### config.mk
export PLATFORM = sky130hd
export DESIGN_NAME = uart_rx_fifo
export DESIGN_NICKNAME = d
export VERILOG_FILES = /design/src/rtl/uart_rx_fifo.sv
export SDC_FILE = /design/constraint.sdc
export NUM_CORES = 1
export LEC_CHECK = 0
export CORE_AREA = 4 4 213 132
export DETAILED_ROUTE_END_ITERATION = 12
export DIE_AREA = 0 0 217 136
export GPL_ROUTABILITY_DRIVEN = 1
export PLACE_DENSITY_LB_ADDON = 0.15
export SLEW_MARGIN = 0
export SYNTH_ARGS = -nofsm -noshare
export SYNTH_HDL_FRONTEND = slang
export SYNTH_SLANG_ARGS = --single-unit
### constraint.sdc
create_clock -name clk -period 3.06 [get_ports clk]
set_input_delay 0.612 -clock clk [delete_from_list [all_inputs] [get_ports clk]]
set_output_delay 0.612 -clock clk [all_outputs]
set_load 0.01 [all_outputs]
### src/rtl/uart_rx_fifo.sv
// UART receiver with parity/stop checking, a show-ahead character FIFO and sticky error flags.
// Define UART_RX_MAJORITY_EN to take every bit sample as a 2-of-3 vote around the tick.
module uart_rx_fifo #(
    parameter int CLK_FREQ   = 25000000,
    parameter int BAUD_RATE  = 115200,
    parameter int DATA_BITS  = 8,
    parameter int PARITY     = 0,
    parameter int STOP_BITS  = 1,
    parameter int FIFO_DEPTH = 16,
    localparam int AW        = $clog2(FIFO_DEPTH)
) (
    input  logic        clk,
    input  logic        rst_n,
    input  logic        rx,
    input  logic        rd_en,
    input  logic        err_clr,
    output logic [7:0]  rd_data,
    output logic        rd_perr,
    output logic        rx_empty,
    output logic        rx_full,
    output logic [AW:0] rx_count,
    output logic        frame_err,
    output logic        parity_err,
    output logic        overrun
);

    localparam int DIVIDER = CLK_FREQ / BAUD_RATE;
    localparam int HALF    = DIVIDER / 2;
    localparam int CW      = $clog2(DIVIDER + 1);

    localparam logic [CW-1:0] TICK      = CW'(DIVIDER - 1);
    localparam logic [CW-1:0] MID       = CW'(HALF - 1);
    localparam logic [2:0]    LAST_BIT  = 3'(DATA_BITS - 1);
    localparam logic          LAST_STOP = (STOP_BITS == 2);
    localparam logic          ODD       = (PARITY == 2);

    localparam logic [2:0] S_IDLE  = 3'd0;
    localparam logic [2:0] S_START = 3'd1;
    localparam logic [2:0] S_DATA  = 3'd2;
    localparam logic [2:0] S_PAR   = 3'd3;
    localparam logic [2:0] S_STOP  = 3'd4;
    localparam logic [2:0] S_WAITH = 3'd5;

    logic                 r_s1;
    logic                 r_rs;
    logic [2:0]           r_state;
    logic [CW-1:0]        r_cnt;
    logic [2:0]           r_bitn;
    logic                 r_stopn;
    logic [DATA_BITS-1:0] r_shift;
    logic                 r_pbad;

    logic                 w_samp;
    logic                 w_tick;
    logic                 w_push;
    logic                 w_ferr;

`ifdef UART_RX_MAJORITY_EN
    logic r_h1;
    logic r_h2;

    always_ff @(posedge clk) begin
        if (!rst_n) begin
            r_h1 <= 1'b1;
            r_h2 <= 1'b1;
        end else begin
            r_h1 <= r_rs;
            r_h2 <= r_h1;
        end
    end

    assign w_samp = (r_rs & r_h1) | (r_rs & r_h2) | (r_h1 & r_h2);
`else
    assign w_samp = r_rs;
`endif

    assign w_tick = (r_cnt == TICK);
    assign w_push = (r_state == S_STOP) && w_tick && w_samp
                 && (r_stopn == LAST_STOP);
    assign w_ferr = (r_state == S_STOP) && w_tick && !w_samp;

    always_ff @(posedge clk) begin
        if (!rst_n) begin
            r_s1    <= 1'b1;
            r_rs    <= 1'b1;
            r_state <= S_IDLE;
            r_cnt   <= '0;
            r_bitn  <= '0;
            r_stopn <= 1'b0;
            r_shift <= '0;
            r_pbad  <= 1'b0;
        end else begin
            r_s1 <= rx;
            r_rs <= r_s1;
            unique case (r_state)
                S_IDLE: begin
                    r_cnt <= '0;
                    if (!r_rs) r_state <= S_START;
                end
                S_START: begin
                    if (r_cnt == MID) begin
                        r_cnt   <= '0;
                        r_bitn  <= '0;
                        r_stopn <= 1'b0;
                        r_pbad  <= 1'b0;
                        r_state <= w_samp ? S_IDLE : S_DATA;
                    end else begin
                        r_cnt <= r_cnt + CW'(1);
                    end
                end
                S_DATA: begin
                    if (w_tick) begin
                        r_cnt   <= '0;
                        r_shift <= {w_samp, r_shift[DATA_BITS-1:1]};
                        r_bitn  <= r_bitn + 3'd1;
                        if (r_bitn == LAST_BIT)
                            r_state <= (PARITY != 0) ? S_PAR : S_STOP;
                    end else begin
                        r_cnt <= r_cnt + CW'(1);
                    end
                end
                S_PAR: begin
                    if (w_tick) begin
                        r_cnt   <= '0;
                        r_pbad  <= (^r_shift) ^ w_samp ^ ODD;
                        r_state <= S_STOP;
                    end else begin
                        r_cnt <= r_cnt + CW'(1);
                    end
                end
                S_STOP: begin
                    if (w_tick) begin
                        r_cnt <= '0;
                        // Leave mid-stop-bit so a following start edge is not missed
                        if (!w_samp)
                            r_state <= S_WAITH;
                        else if (r_stopn == LAST_STOP)
                            r_state <= S_IDLE;
                        else
                            r_stopn <= 1'b1;
                    end else begin
                        r_cnt <= r_cnt + CW'(1);
                    end
                end
                S_WAITH: begin
                    r_cnt <= '0;
                    if (r_rs) r_state <= S_IDLE;
                end
                default: begin
                    r_cnt   <= '0;
                    r_state <= S_IDLE;
                end
            endcase
        end
    end

    logic [DATA_BITS-1:0] r_mem  [FIFO_DEPTH];
    logic                 r_memp [FIFO_DEPTH];
    logic [AW-1:0]        r_wp;
    logic [AW-1:0]        r_rp;
    logic [AW:0]          r_count;
    logic                 r_ferr;
    logic                 r_perr;
    logic                 r_ovr;

    logic                 w_empty;
    logic                 w_full;
    logic                 w_pop;
    logic                 w_wr;
    logic                 w_ovr;

    assign w_empty = (r_count == '0);
    assign w_full  = (r_count == (AW+1)'(FIFO_DEPTH));
    assign w_pop   = rd_en && !w_empty;
    assign w_wr    = w_push && (!w_full || w_pop);
    assign w_ovr   = w_push && w_full && !w_pop;

    always_ff @(posedge clk) begin
        if (rst_n && w_wr) begin
            r_mem[r_wp]  <= r_shift;
            r_memp[r_wp] <= r_pbad;
        end
    end

    always_ff @(posedge clk) begin
        if (!rst_n) begin
            r_wp    <= '0;
            r_rp    <= '0;
            r_count <= '0;
            r_ferr  <= 1'b0;
            r_perr  <= 1'b0;
            r_ovr   <= 1'b0;
        end else begin
            if (w_wr)  r_wp <= r_wp + AW'(1);
            if (w_pop) r_rp <= r_rp + AW'(1);
            unique case ({w_wr, w_pop})
                2'b10:   r_count <= r_count + (AW+1)'(1);
                2'b01:   r_count <= r_count - (AW+1)'(1);
                default: r_count <= r_count;
            endcase
            r_ferr <= w_ferr | (r_ferr & ~err_clr);
            r_perr <= (w_push & r_pbad) | (r_perr & ~err_clr);
            r_ovr  <= w_ovr | (r_ovr & ~err_clr);
        end
    end

    assign rd_data    = w_empty ? 8'h00 : 8'(r_mem[r_rp]);
    assign rd_perr    = !w_empty && r_memp[r_rp];
    assign rx_empty   = w_empty;
    assign rx_full    = w_full;
    assign rx_count   = r_count;
    assign frame_err  = r_ferr;
    assign parity_err = r_perr;
    assign overrun    = r_ovr;

endmodule
==> run_results.csv, run 1 <==
group,metric,value,unit
cts,path_clk_slew,0.07,ns
synth,synth_nets,499,
sta,worstMarginPinSlew,0.733,ns
outcome,status,"complete, no violations",
cts,cts_max_path_buffers,2,
detailed_routing,drc_errors,0,
pwr,p_leak,3.12,nW
worst_setup_path,crit_family,"multiplexers",
global_routing,antenna_found_initial,0,
detailed_routing,wl_per_cell,19.2,µm
synth,ys_ff_latch,189,
pwr,seqPwrFrac,44.7,%
synth,async_reset_ff_share,0,%
worst_setup_path,slowest_delay,0.53,ns
die,dieArea,29500,µm²
pwr,switching_share,26.6,%
synth,yosysTopAreaCell,"edfxtp_1",
run,cap_violations,0,
cts,tritoncts,"yes",
die,coreArea,26100,µm²
detailed_routing,vias,4186,
sta,final.setup.tns,0,ns
cts,root_buffer,"clkbuf_16",
sta,timing.final.crit_share,98.3,%
sta,max_freq,332,MHz
global_routing,grt_max_degree,37,
cts,ctsHoldBuffers,0,
min_path,whs_path_depth,1,
detailed_routing,drt-vias-per-instance,4.55,
pwr,switchingPower,1.68,mW
placed_design,dpl.hpwl,11.9,mm
layout,area_growth,20.4,%
cts,clock_sinks,189,
cts,htree_num_levels,4,
global_routing,first_global_vias,4226,
synth,ys_top_cells_by_area,"edfxtp_1 56%, mux4_2 13%, dfxtp_1 12%",
pwr,power,6.31,mW
pwr,pwr-share-clk,33.6,%
die,die_x,217,µm
cts,clk_latency,0.42,ns
placed_design,dp_cells,879,
worst_setup_path,critical_path.endpoint_type,"primary output",
layout,final_cell_mix,"144 x edfxtp_1, 45 x nor2_1, 45 x mux4_2",
worst_setup_path,crit_chain,"buf_6 -> mux4_2 -> mux4_2 -> nor2b_1 -> dlygate4sd2_1",
sta,period_minus_slack,3.01,ns
sta,setup_viol,0,
detailed_routing,first_pass_iters,7,
synth,synth_ff_type,"edfxtp_1",
worst_setup_path,worstPathMaxFanout,4,
synth,netlist-cell-type-count,49,
min_path,hp-class,"flip-flop to flip-flop",
layout,n_antenna_cell,0,
pwr,combPwrFrac,21.7,%
pwr,pwr_density_cell,676,nW/µm²
pwr,max-vdd-ir-drop,375,µV
pwr,p_int,4.64,mW
synth,synthCells,480,
placed_design,port_buffers,23,
layout,stdcell_count,920,
global_routing,grt_pass1_wl,26.9,mm
layout,nFillCells,2487,
sta,finalHoldViolCount,0,
die,io_pins,24,
detailed_routing,first_iter_violations,313,
die,row_count,46,
synth,yosysWarnings,0,
synth,avgSynthCellArea,16.1,µm²
sta,final.setup_skew,0.0121,ns
worst_setup_path,cp.required,2.45,ns
synth,synth-edff-count,144,
sta,maxSlewViolCount,0,
cts,cts_made_buffers,17,
placed_design,place_area,8670,µm²
detailed_routing,wl,17.7,mm
sta,rsz0062_at_grt,"true",
synth,netlist_area,7750,µm²
synth,ys_seq_area_share,67.4,%
worst_setup_path,crit_slowest_cell,"mux4_2",
worst_setup_path,criticalPathCategory,"flip-flop to primary output",
die,die_h,136,µm
layout,drive_above_1_share,25.2,%
sta,relSlewSlack,51.1,%
die,initial_core_util,29.7,%
worst_setup_path,worst-path-buf-inv,2,
layout,nets,566,
worst_setup_path,worstPathArrival,2.40,ns
worst_setup_path,cp.depth,5,
placed_design,place.gp.congestion,0.728,
worst_setup_path,worstSetupStartpointType,"flip-flop",
global_routing,grt-ovfl-total,0,
synth,synth_top_area_share,55.8,%
sta,holdWs,0.408,ns
layout,finalInstanceArea,9330,µm²
global_routing,track_usage,12.5,%
detailed_routing,antenna_left,0,
worst_setup_path,cp_common_cell,"mux4_2",
layout,final_common_cell,"edfxtp_1",
worst_setup_path,reg2reg_depth,12,
[Yosys cell counts, types with 2 or more instances]
| cell type | n |
|---|---|
| ha_1 | 13 |
| nand3_1 | 10 |
| mux2i_1 | 7 |
| mux2_4 | 2 |
| a22oi_1 | 2 |
| o211ai_1 | 3 |
| dfxtp_1 | 45 |
| nor3b_1 | 6 |
| a21oi_1 | 14 |
| nor2_1 | 45 |
| nor2b_1 | 15 |
| xnor2_1 | 15 |
| xor2_1 | 6 |
| nor3_1 | 8 |
| clkbuf_1 | 14 |
| buf_1 | 2 |
| nand2_1 | 26 |
| o21ai_0 | 4 |
| or3_1 | 2 |
| mux4_2 | 45 |
| buf_2 | 7 |
| edfxtp_1 | 144 |
| inv_1 | 13 |
| nand4_1 | 2 |
| nand2b_1 | 6 |
[routing by layer]
| metal | vias to the layer above | GRT usage [%] | wire length [µm] |
|---|---|---|---|
| li1 | 1956 | - | - |
| met1 | 2154 | 18.7 | 8970 |
| met2 | 69 | 18.4 | 7770 |
| met3 | 7 | 2.81 | 837 |
| met4 | 0 | 2.72 | 82 |
| met5 | - | 0 | 0 |
[area by class of cell]
cell class	count	area, µm²	area share, %
well taps	360	450	4.83
repair buffers	72	663	7.11
inverters	13	48.8	0.523
flip-flops and latches	189	5230	56.0
multi-input cells	254	2380	25.5
clock inverters	14	134	1.43
clock buffers	18	429	4.60
[cells by family (layout without fill, tap and decap cells)]
kind of cell / after synthesis / after routing / share of synthesized area (%)
adders and majority gates: 14 / 14 / 2.36
xor gates and xnor gates: 22 / 22 / 2.66
DFF: 189 / 189 / 67.4
buffers and inverters: 37 / 117 / 1.95
and+or+nand+nor: 132 / 132 / 8.52
AOI/OAI and AO/OA: 32 / 32 / 2.73
muxes: 54 / 54 / 14.4
[power groups by stage]
| stage | Combinational (mW) | Clock (mW) | Sequential [mW] |
|---|---|---|---|
| 2_1_floorplan | 0.792 | 0 | 2.86 |
| 3_3_place_gp | 1.35 | 0 | 2.87 |
| 3_5_place_dp | 1.36 | 0 | 2.88 |
| 4_1_cts | 1.38 | 2.17 | 2.82 |
| 5_1_grt | 1.49 | 2.29 | 2.83 |
| 6_report | 1.37 | 2.12 | 2.82 |
[stage by stage]
step / util, % / worst slack [ns]
2_1_floorplan: - / 0.488
3_5_place_dp: 33.2 / 0.143
5_1_grt: 35.7 / -0.0221
6_report: 35.7 / 0.0515
3_3_place_gp: 33.2 / 0.145
4_1_cts: 35.6 / -0.0107
[worst reg2reg max path: cells and delay by family (launching register included)]
| family | cells | cell delay (ns) |
|---|---|---|
| AO/OA/AOI/OAI | 2 | 0.28 |
| AND/OR/NAND/NOR | 5 | 1.00 |
| multiplexers | 1 | 0.20 |
| adder cells (fa/ha/maj) | 2 | 0.62 |
| flip-flops | 1 | 0.39 |
| buffers and inverters | 2 | 0.17 |
[final timing paths]
| path | start | slack [ns] | to |
|---|---|---|---|
| worst min register to register | r_s1 | 0.41 | r_rs |
| worst min-delay path | r_s1 | 0.41 | r_rs |
| worst max-delay path | flip-flop | 0.05 | rd_perr |
| worst max register to register | r_cnt[0] | 0.31 | rx_count[4] |
[repair_timing]
item / CTS / global route
cloned: 1 / 0
buffers inserted: 5 / 4
gates resized for setup: 40 / 3
endpoints found under the hold margin: 0 / 0
setup endpoints to repair: 10 / 6
[registers in the layout, indices dropped and copies added (netlist names), named ones only]
name and cells:
r_mem 128, r_rp 4, r_bitn 3, parity_err 1, r_rs 1, rx_count 5
r_wp 4, r_cnt 8, frame_err 1, r_pbad 1, r_memp 16, r_s1 1
overrun 1, r_shift 8, r_state 3
(Power assumes the default switching activity.)
==> run 2: changes to the inputs <==
--- a/config.mk
+++ b/config.mk
@@ -5,6 +5,7 @@
 export SDC_FILE = /design/constraint.sdc
 export NUM_CORES = 1
 export LEC_CHECK = 0
+export ABC_AREA = 0
 export CORE_AREA = 4 4 213 132
 export DETAILED_ROUTE_END_ITERATION = 12
 export DIE_AREA = 0 0 217 136
==> constraint.sdc (replaced) <==
create_clock -name clk -period 3.6 [get_ports clk]
set_input_delay 0.72 -clock clk [delete_from_list [all_inputs] [get_ports clk]]
set_output_delay 0.72 -clock clk [all_outputs]
set_load 0.01 [all_outputs]
==> run_results.csv, run 2 (same netlist as run 1, synthesis figures left out) <==
group,metric,value,unit
cts,htree_num_levels,4,
detailed_routing,wl_per_cell,19.1,µm
die,dieArea,29500,µm²
worst_setup_path,r2r-start,"rx_count[0]",
global_routing,grt_pass1_wl,26.2,mm
worst_setup_path,critical_path.endpoint_type,"primary output",
global_routing,grt-ovfl-total,0,
pwr,p_leak,3.04,nW
sta,worstMarginPinSlew,0.720,ns
worst_setup_path,worstPathMaxFanout,14,
layout,n_antenna_cell,0,
run,cap_violations,0,
placed_design,port_buffers,23,
sta,finalWorstSetupSlack,0.152,ns
sta,relSlewSlack,51.9,%
layout,drive_above_1_share,21.2,%
worst_setup_path,slowest_delay,0.54,ns
die,initial_core_util,29.7,%
sta,final.setup_skew,0.00703,ns
placed_design,pre_cts_slack,0.440,ns
die,die_h,136,µm
sta,finalHoldViolCount,0,
pwr,pwr_density_cell,601,nW/µm²
worst_setup_path,criticalPathCategory,"flip-flop to primary output",
sta,maxSlewViolCount,0,
outcome,status,"complete, no violations",
cts,tritoncts,"yes",
worst_setup_path,worstPathArrival,2.73,ns
cts,root_buffer,"clkbuf_16",
cts,path_clk_slew,0.07,ns
pwr,max-vdd-ir-drop,313,µV
die,die_x,217,µm
die,row_count,46,
worst_setup_path,reg2reg_slack,0.65,ns
worst_setup_path,crit_family,"multiplexers",
layout,final_cell_mix,"144 x edfxtp_1, 45 x nor2_1, 45 x mux4_2",
layout,largest_reg_flops,128,
detailed_routing,first_iter_violations,444,
die,coreArea,26100,µm²
cts,clk_latency,0.43,ns
placed_design,dp_cells,865,
die,io_pins,24,
min_path,hp-class,"flip-flop to flip-flop",
detailed_routing,vias,4180,
sta,setup_viol,0,
global_routing,grt_max_degree,37,
worst_setup_path,crit_chain,"buf_12 -> mux4_2 -> mux4_2 -> nor2b_1 -> clkdlybuf4s50_1",
placed_design,dpl.hpwl,11.2,mm
layout,final_common_cell,"edfxtp_1",
cts,clock_sinks,189,
worst_setup_path,cp_common_cell,"mux4_2",
worst_setup_path,cp.required,2.88,ns
worst_setup_path,worst-path-buf-inv,2,
worst_setup_path,worstSetupStartpointType,"flip-flop",
global_routing,first_global_vias,4151,
detailed_routing,drt-vias-per-instance,4.63,
layout,largest-register,"r_mem",
sta,timing.final.crit_share,95.8,%
placed_design,place.gp.congestion,0.738,
detailed_routing,first_pass_iters,4,
worst_setup_path,crit_slowest_cell,"mux4_2",
cts,cts_max_path_buffers,2,
cts,cts_made_buffers,17,
layout,stdcell_count,902,
worst_setup_path,r2r-end,"rx_count[4]",
sta,period_minus_slack,3.45,ns
sta,final.setup.tns,0,ns
global_routing,track_usage,12.2,%
detailed_routing,antenna_left,0,
detailed_routing,drc_errors,0,
detailed_routing,wl,17.3,mm
min_path,hold_start,"r_s1",
sta,max_freq,290,MHz
worst_setup_path,reg2reg_depth,9,
min_path,hold_end,"r_rs",
layout,nets,548,
layout,area_growth,19.5,%
min_path,whs_path_depth,1,
sta,rsz0062_at_grt,"false",
global_routing,antenna_found_initial,0,
layout,largestRegisters,"r_mem: 128 flops, r_memp: 16 flops",
run 2: cell count changes in the layout (fill, tap and decap cells not counted), sizes merged:
| cell | delta |
|---|---|
| dlygate4sd2 | -1 |
| clkdlybuf4s50 | +9 |
| clkbuf | +1 |
| clkinvlp | -1 |
| bufinv | +4 |
| inv | -3 |
| buf | -27 |
run 2: report_power, final:
part / switching [mW] / internal (mW)
Combinational: 0.523 / 0.598
Sequential: 0.0504 / 2.35
Clock: 0.810 / 1.23
Total: 1.38 / 4.18
run 2: worst max-delay path by stage:
| stage | slack [ns] | cells past startpoint | start | end |
|---|---|---|---|---|
| after floorplan | 0.98 | 5 | flip-flop | rd_data[0] |
| after global placement | 0.44 | 5 | flip-flop | rd_data[6] |
| after detailed placement | 0.44 | 5 | flip-flop | rd_data[4] |
| after CTS | 0.05 | 5 | flip-flop | rd_data[4] |
| after global routing | 0.05 | 5 | flip-flop | rd_data[6] |
| final | 0.15 | 5 | flip-flop | rd_data[6] |
run 2: metrics by stage:
stage                     cell area [µm²]  hold WS (ns)  power [mW]  utilization, %
after floorplan                      7750         0.386        3.11               -
after global placement               8560         0.390        3.55            32.8
after detailed placement             8560         0.392        3.55            32.8
after CTS                            9210         0.408        5.61            35.2
after global routing                 9260         0.433        5.82            35.5
final                                9260         0.407        5.57            35.5
run 2: cell type report:
type | instances | area, µm²
Clock buffer | 18 | 429
Multi-Input combinational cell | 254 | 2370
Timing Repair Buffer | 54 | 518
Inverter | 13 | 48.8
Sequential cell | 189 | 5230
Fill cell | 2473 | 16900
Tap cell | 360 | 450
Clock inverter | 14 | 214
run 2: routing by layer:
layer / vias up / wire length (µm) / global-route usage [%]
li1: 1922 / - / -
met1: 2176 / 8910 / 18.2
met2: 64 / 7570 / 17.8
met3: 18 / 594 / 2.61
met4: 0 / 204 / 3.57
met5: - / 0 / 0
run 2: what timing repair did:
item                                    CTS  global route
gates cloned                              0             1
gates resized for setup                   1             0
hold buffers                              0             0
setup buffers                             0             4
endpoints found under the setup margin    6             2
==> edit 1 (flow settings as in run 2) <==
Set the parameter `PARITY` to 1 (it was 0).
--- a/src/rtl/uart_rx_fifo.sv
+++ b/src/rtl/uart_rx_fifo.sv
@@ -4,7 +4,7 @@
     parameter int CLK_FREQ   = 25000000,
     parameter int BAUD_RATE  = 115200,
     parameter int DATA_BITS  = 8,
-    parameter int PARITY     = 0,
+    parameter int PARITY     = 1,
     parameter int STOP_BITS  = 1,
     parameter int FIFO_DEPTH = 16,
     localparam int AW        = $clog2(FIFO_DEPTH)
Check against the original RTL: no difference found for any inputs over 10 cycles, from zero or initial values and one cycle with rst_n low; that may be too few to reach the edited logic, so the function may still have changed.
==> edit 1 against run 2 <==
Area after synthesis is 0.61% higher. Power decreased by 1.8%. Setup slack improved by 9.9 ps. Non-clock buffer count up 3. Sequential power grew 2%. Count of clock-buffer cells in the layout fell by 1. Routed wire length up 3.1%. Cell area fell by 0.24%. Via count is 0.79% lower. Sequential cell count did not move. Clock power down 11%. Die area unchanged. Maximum frequency increased by 0.29%. Critical endpoint is now rd_data[3].
==> edit 1: results (changes against run 2) <==
INFO  metric met3_length = 992 µm (was 594 µm)
INFO  metric synth_commonest_cells = sky130_fd_sc_hd__edfxtp_1 (144), sky130_fd_sc_hd__nor2_1 (55), sky130_fd_sc_hd__dfxtp_1 (45), sky130_fd_sc_hd__mux4_2 (45), sky130_fd_sc_hd__nand2_1 (18) (was sky130_fd_sc_hd__edfxtp_1 (144), sky130_fd_sc_hd__dfxtp_1 (45), sky130_fd_sc_hd__mux4_2 (45), sky130_fd_sc_hd__nor2_1 (45), sky130_fd_sc_hd__nand2_1 (26))
INFO  metric fillCellCount = 2,484 (was 2,473)
INFO  metric detailedPlace.worstSlack = 424 ps (was 440 ps)
INFO  metric cp_max_fo = 11 (was 14)
INFO  metric max_slew_margin = 34.7% (was 51.9%)
INFO  metric synth.lib_cells_used.distinct = 54 (was 49)
INFO  metric grt_util_met2 = 18.9% (was 17.8%)
INFO  metric vdd.ir_drop.worst = 348 µV (was 313 µV)
INFO  metric syn-num-nets = 493 (was 499)
INFO  metric postLayoutSetupSlackWorst = 162 ps (was 152 ps)
INFO  metric global_route_wire_length_before_repair = 27,500 µm (was 26,200 µm)
INFO  metric via_count_of_the_first_global_routing_pass = 4,241 (was 4,151)
INFO  metric grt_usage = 12.6% (was 12.2%)
INFO  metric rr_worst_depth = 8 (was 9)
INFO  metric fin_skew = 13.8 ps (was 7.03 ps)
INFO  metric synth.area.top_cells = sky130_fd_sc_hd__edfxtp_1 (55%), sky130_fd_sc_hd__mux4_2 (13%), sky130_fd_sc_hd__dfxtp_1 (12%) (was sky130_fd_sc_hd__edfxtp_1 (56%), sky130_fd_sc_hd__mux4_2 (13%), sky130_fd_sc_hd__dfxtp_1 (12%))
INFO  metric grt_antenna_before_repair = 1 (was 0)
INFO  metric rd_place_congestion = 0.777 (was 0.738)
INFO  metric avgViaCountPerCell = 4.60 (was 4.63)
INFO  metric grt.met1_usage = 18.5% (was 18.2%)
INFO  metric wire_length_on_met2 = 7590 µm (was 7570 µm)
INFO  metric drt_first_iter_violations = 429 (was 444)
INFO  metric run_status = finished clean (unchanged)
INFO  metric setup.reg_to_reg.worst_slack = 690 ps (was 650 ps)
==> edit 1: changes by cell type after synthesis, sizes merged, moves of 5 or more <==
cell and change:
nor2 +10, mux2i +7, xor2 +5, nor3 -5, nand2 -8, xnor2 -5
clkbuf -5
==> edit 1: logic make-up after synthesis <==
| kind of cell | share of synthesized area, % |
|---|---|
| compound gates | 2.94 |
| xor+xnor | 2.65 |
| fa+ha+maj | 2.18 |
| buf+inv | 1.81 |
| flops | 67.0 |
| mux | 14.9 |
| simple gates | 8.49 |
==> edit 1: repair_timing <==
action                     4_1_cts  5_1_grt
resized for setup                1        0
setup buffers                    0        2
setup endpoints to repair        8        1
==> edit 1: worst min-delay path by stage <==
stage / startpoint / to / slack, ps
floorplan: r_s1 / r_rs / 390
global placement: r_s1 / r_rs / 400
detailed placement: r_s1 / r_rs / 400
CTS: r_s1 / r_rs / 410
global route: r_s1 / r_rs / 430
finish: r_s1 / r_rs / 410
==> edit 1: power breakdown <==
part	internal (mW)	leakage (nW)	switching, mW
logic	0.640	1.05	0.561
clock network	0.964	0.259	0.857
registers	2.36	1.70	0.0876
total	3.96	3.00	1.51
==> edit 1: layout make-up <==
class / instances / area (µm²) / area share, %
well taps: 360 / 450 / 4.87
multi-input cells: 255 / 2440 / 26.4
clock buffers: 17 / 425 / 4.60
repair buffers: 57 / 523 / 5.66
flip-flops and latches: 189 / 5230 / 56.6
clock inverters: 14 / 138 / 1.49
inverters: 10 / 37.5 / 0.406
==> edit 1: stage by stage <==
step	utilization [%]	cells	area, µm²
after global placement	33.1	869	8660
after global routing	35.4	902	9240
final	35.4	902	9240
after CTS	35.3	900	9230
after floorplan	-	475	7800
after detailed placement	33.1	869	8660
==> edit 2 (settings of run 2) <==
Without the edit above. Register the output `rd_perr`, with the module's reset; this adds one clock of latency there. The other outputs are not delayed to match.
--- a/src/rtl/uart_rx_fifo.sv
+++ b/src/rtl/uart_rx_fifo.sv
@@ -205,7 +205,13 @@
     end
 
     assign rd_data    = w_empty ? 8'h00 : 8'(r_mem[r_rp]);
-    assign rd_perr    = !w_empty && r_memp[r_rp];
+    always_ff @(posedge clk) begin
+        if (!rst_n) begin
+            rd_perr <= '0;
+        end else begin
+            rd_perr <= !w_empty && r_memp[r_rp];
+        end
+    end
     assign rx_empty   = w_empty;
     assign rx_full    = w_full;
     assign rx_count   = r_count;
Formal check against the unedited RTL: same outputs for any inputs over 10 cycles, from zero or initial values and one cycle with rst_n low; that may be too few to reach the edited logic, so the function may still have changed.
==> edit 2 against run 2 <==
Clock skew is 6.8 ps higher. Area after synthesis is 0.81% higher. Largest cell class unchanged. First-iteration DRC count is 36% lower. Sequential cell count is 1 higher. Highest routed layer unchanged. Routed wire length is 0.17% lower. Synthesized cell count is 1.0% lower. Setup slack worse by 54 ps. Cell area is 0.59% lower. Global-route usage hardly changed. Critical path depth stayed put. Worst hold slack better by 17 ps. Count of clock-buffer cells in the layout stayed put.
Power is not compared: it rests on default switching activity, and its combinational part moved more than twofold at a synthesized area within 25%.
==> edit 2: results (changes against run 2) <==
INFO  metric post-cts-setup-buffer-count = 0 (unchanged)
INFO  metric numPortBuffers = 23 (unchanged)
INFO  metric grt_usage = 12.2% (about the same)
INFO  metric drt_wirelength = 17,200 µm (was 17,300 µm)
INFO  metric detailedPlace.worstSlack = 416 ps (was 440 ps)
INFO  metric critical_path.max_stage_delay = 560 ps (was 540 ps)
INFO  metric global_route_wire_length_before_repair = 26,300 µm (was 26,200 µm)
INFO  metric place.detailed.instances = 859 (was 865)
INFO  metric avgViaCountPerCell = 4.64 (was 4.63)
INFO  metric synth.lib_cells_used.distinct = 47 (was 49)
INFO  metric fin_skew = 13.9 ps (was 7.03 ps)
INFO  metric run_status = finished clean (unchanged)
INFO  metric fin_cells = 893 (was 902)
INFO  metric via_count_of_the_first_global_routing_pass = 4,115 (was 4,151)
INFO  metric synthesis.yosys.warnings = 0 (unchanged)
INFO  metric data_arrival_time_of_the_critical_path = 2780 ps (was 2730 ps)
INFO  metric synthesis.instances = 475 (was 480)
INFO  metric post_route_cells_drive_above_1_share = 18.8% (was 21.2%)
INFO  metric cp_max_fo = 9 (was 14)
INFO  metric grt_max_degree = 40 (was 37)
INFO  metric fillCellCount = 2,529 (was 2,473)
INFO  metric synth.yosys.seq_area_share = 67.1% (was 67.4%)
INFO  metric synth.area.top_cells = sky130_fd_sc_hd__edfxtp_1 (55%), sky130_fd_sc_hd__mux4_2 (13%), sky130_fd_sc_hd__dfxtp_1 (12%) (was sky130_fd_sc_hd__edfxtp_1 (56%), sky130_fd_sc_hd__mux4_2 (13%), sky130_fd_sc_hd__dfxtp_1 (12%))
INFO  metric seq_area = 5250 µm² (was 5230 µm²)
INFO  metric drt_first_iter_violations = 283 (was 444)
INFO  metric detailedPlacementHpwl = 11,000 µm (was 11,200 µm)
INFO  metric drt-pass1-iter-count = 5 (was 4)
INFO  metric layout.nets = 539 (was 548)
INFO  metric synth_commonest_cells = sky130_fd_sc_hd__edfxtp_1 (144), sky130_fd_sc_hd__dfxtp_1 (46), sky130_fd_sc_hd__mux4_2 (45), sky130_fd_sc_hd__nor2_1 (32), sky130_fd_sc_hd__nand2_1 (29) (was sky130_fd_sc_hd__edfxtp_1 (144), sky130_fd_sc_hd__dfxtp_1 (45), sky130_fd_sc_hd__mux4_2 (45), sky130_fd_sc_hd__nor2_1 (45), sky130_fd_sc_hd__nand2_1 (26))
INFO  metric syn-num-nets = 494 (was 499)
INFO  metric postPlaceCellArea = 8580 µm² (was 8560 µm²)
INFO  metric rd_place_congestion = 0.742 (was 0.738)
[edit 2: changes by cell type after synthesis, sizes merged, moves of 4 or more]
cell and change:
and2 +11, clkbuf -5, a21boi +9, nor2 -13, nor3b -6, nor3 -4
a21oi -10
[edit 2: logic make-up (layout without fill, tap and decap cells)]
family                     Yosys count  after routing  synth area share, %
xor gates and xnor gates            22             22                 2.64
buffers and inverters               31             88                 1.78
AOI/OAI and AO/OA                   34             34                 3.06
muxes                               56             56                 14.5
DFF                                190            190                 67.1
and+or+nand+nor                    128            128                 8.55
other                                0              1                    0
adders and majority gates           14             14                 2.34
[edit 2: area by class of cell]
cell class / instances / share of cell area, %
clock buffers: 18 / 4.66
multi-input cells: 254 / 26.4
clock inverters: 13 / 1.60
flip-flops and latches: 190 / 57.0
repair buffers: 45 / 4.97
well taps: 360 / 4.89
diodes: 1 / 0.0272
inverters: 12 / 0.489
[edit 2: path summary, 6_finish.rpt]
check           start          end  slack (ps)  cells past startpoint
min reg2reg      r_s1         r_rs         420                      1
max              flop   rd_data[0]         100                      5
min              r_s1         r_rs         420                      1
max reg2reg  r_cnt[0]  rx_count[4]         770                     12
[edit 2: power by group through the flow]
stage	Combinational, mW	Clock, mW	Sequential (mW)
global placement	0.454	0	2.40
floorplan	0.284	0	2.40
global route	0.506	2.01	2.36
detailed placement	0.453	0	2.40
CTS	0.474	1.92	2.35
finish	0.468	1.87	2.36
[edit 2: what timing repair did]
item                                    4_1_cts  5_1_grt
resized for setup                             0        1
cloned                                        1        1
endpoints found under the setup margin        2        6
[edit 2: routing by layer]
| layer | vias to the layer above | GRT usage (%) | wire length, µm |
|---|---|---|---|
| li1 | 1900 | - | - |
| met1 | 2163 | 18.8 | 9220 |
| met2 | 65 | 17.0 | 7280 |
| met3 | 12 | 2.68 | 578 |
| met4 | 0 | 3.60 | 161 |
| met5 | - | 0 | 0 |
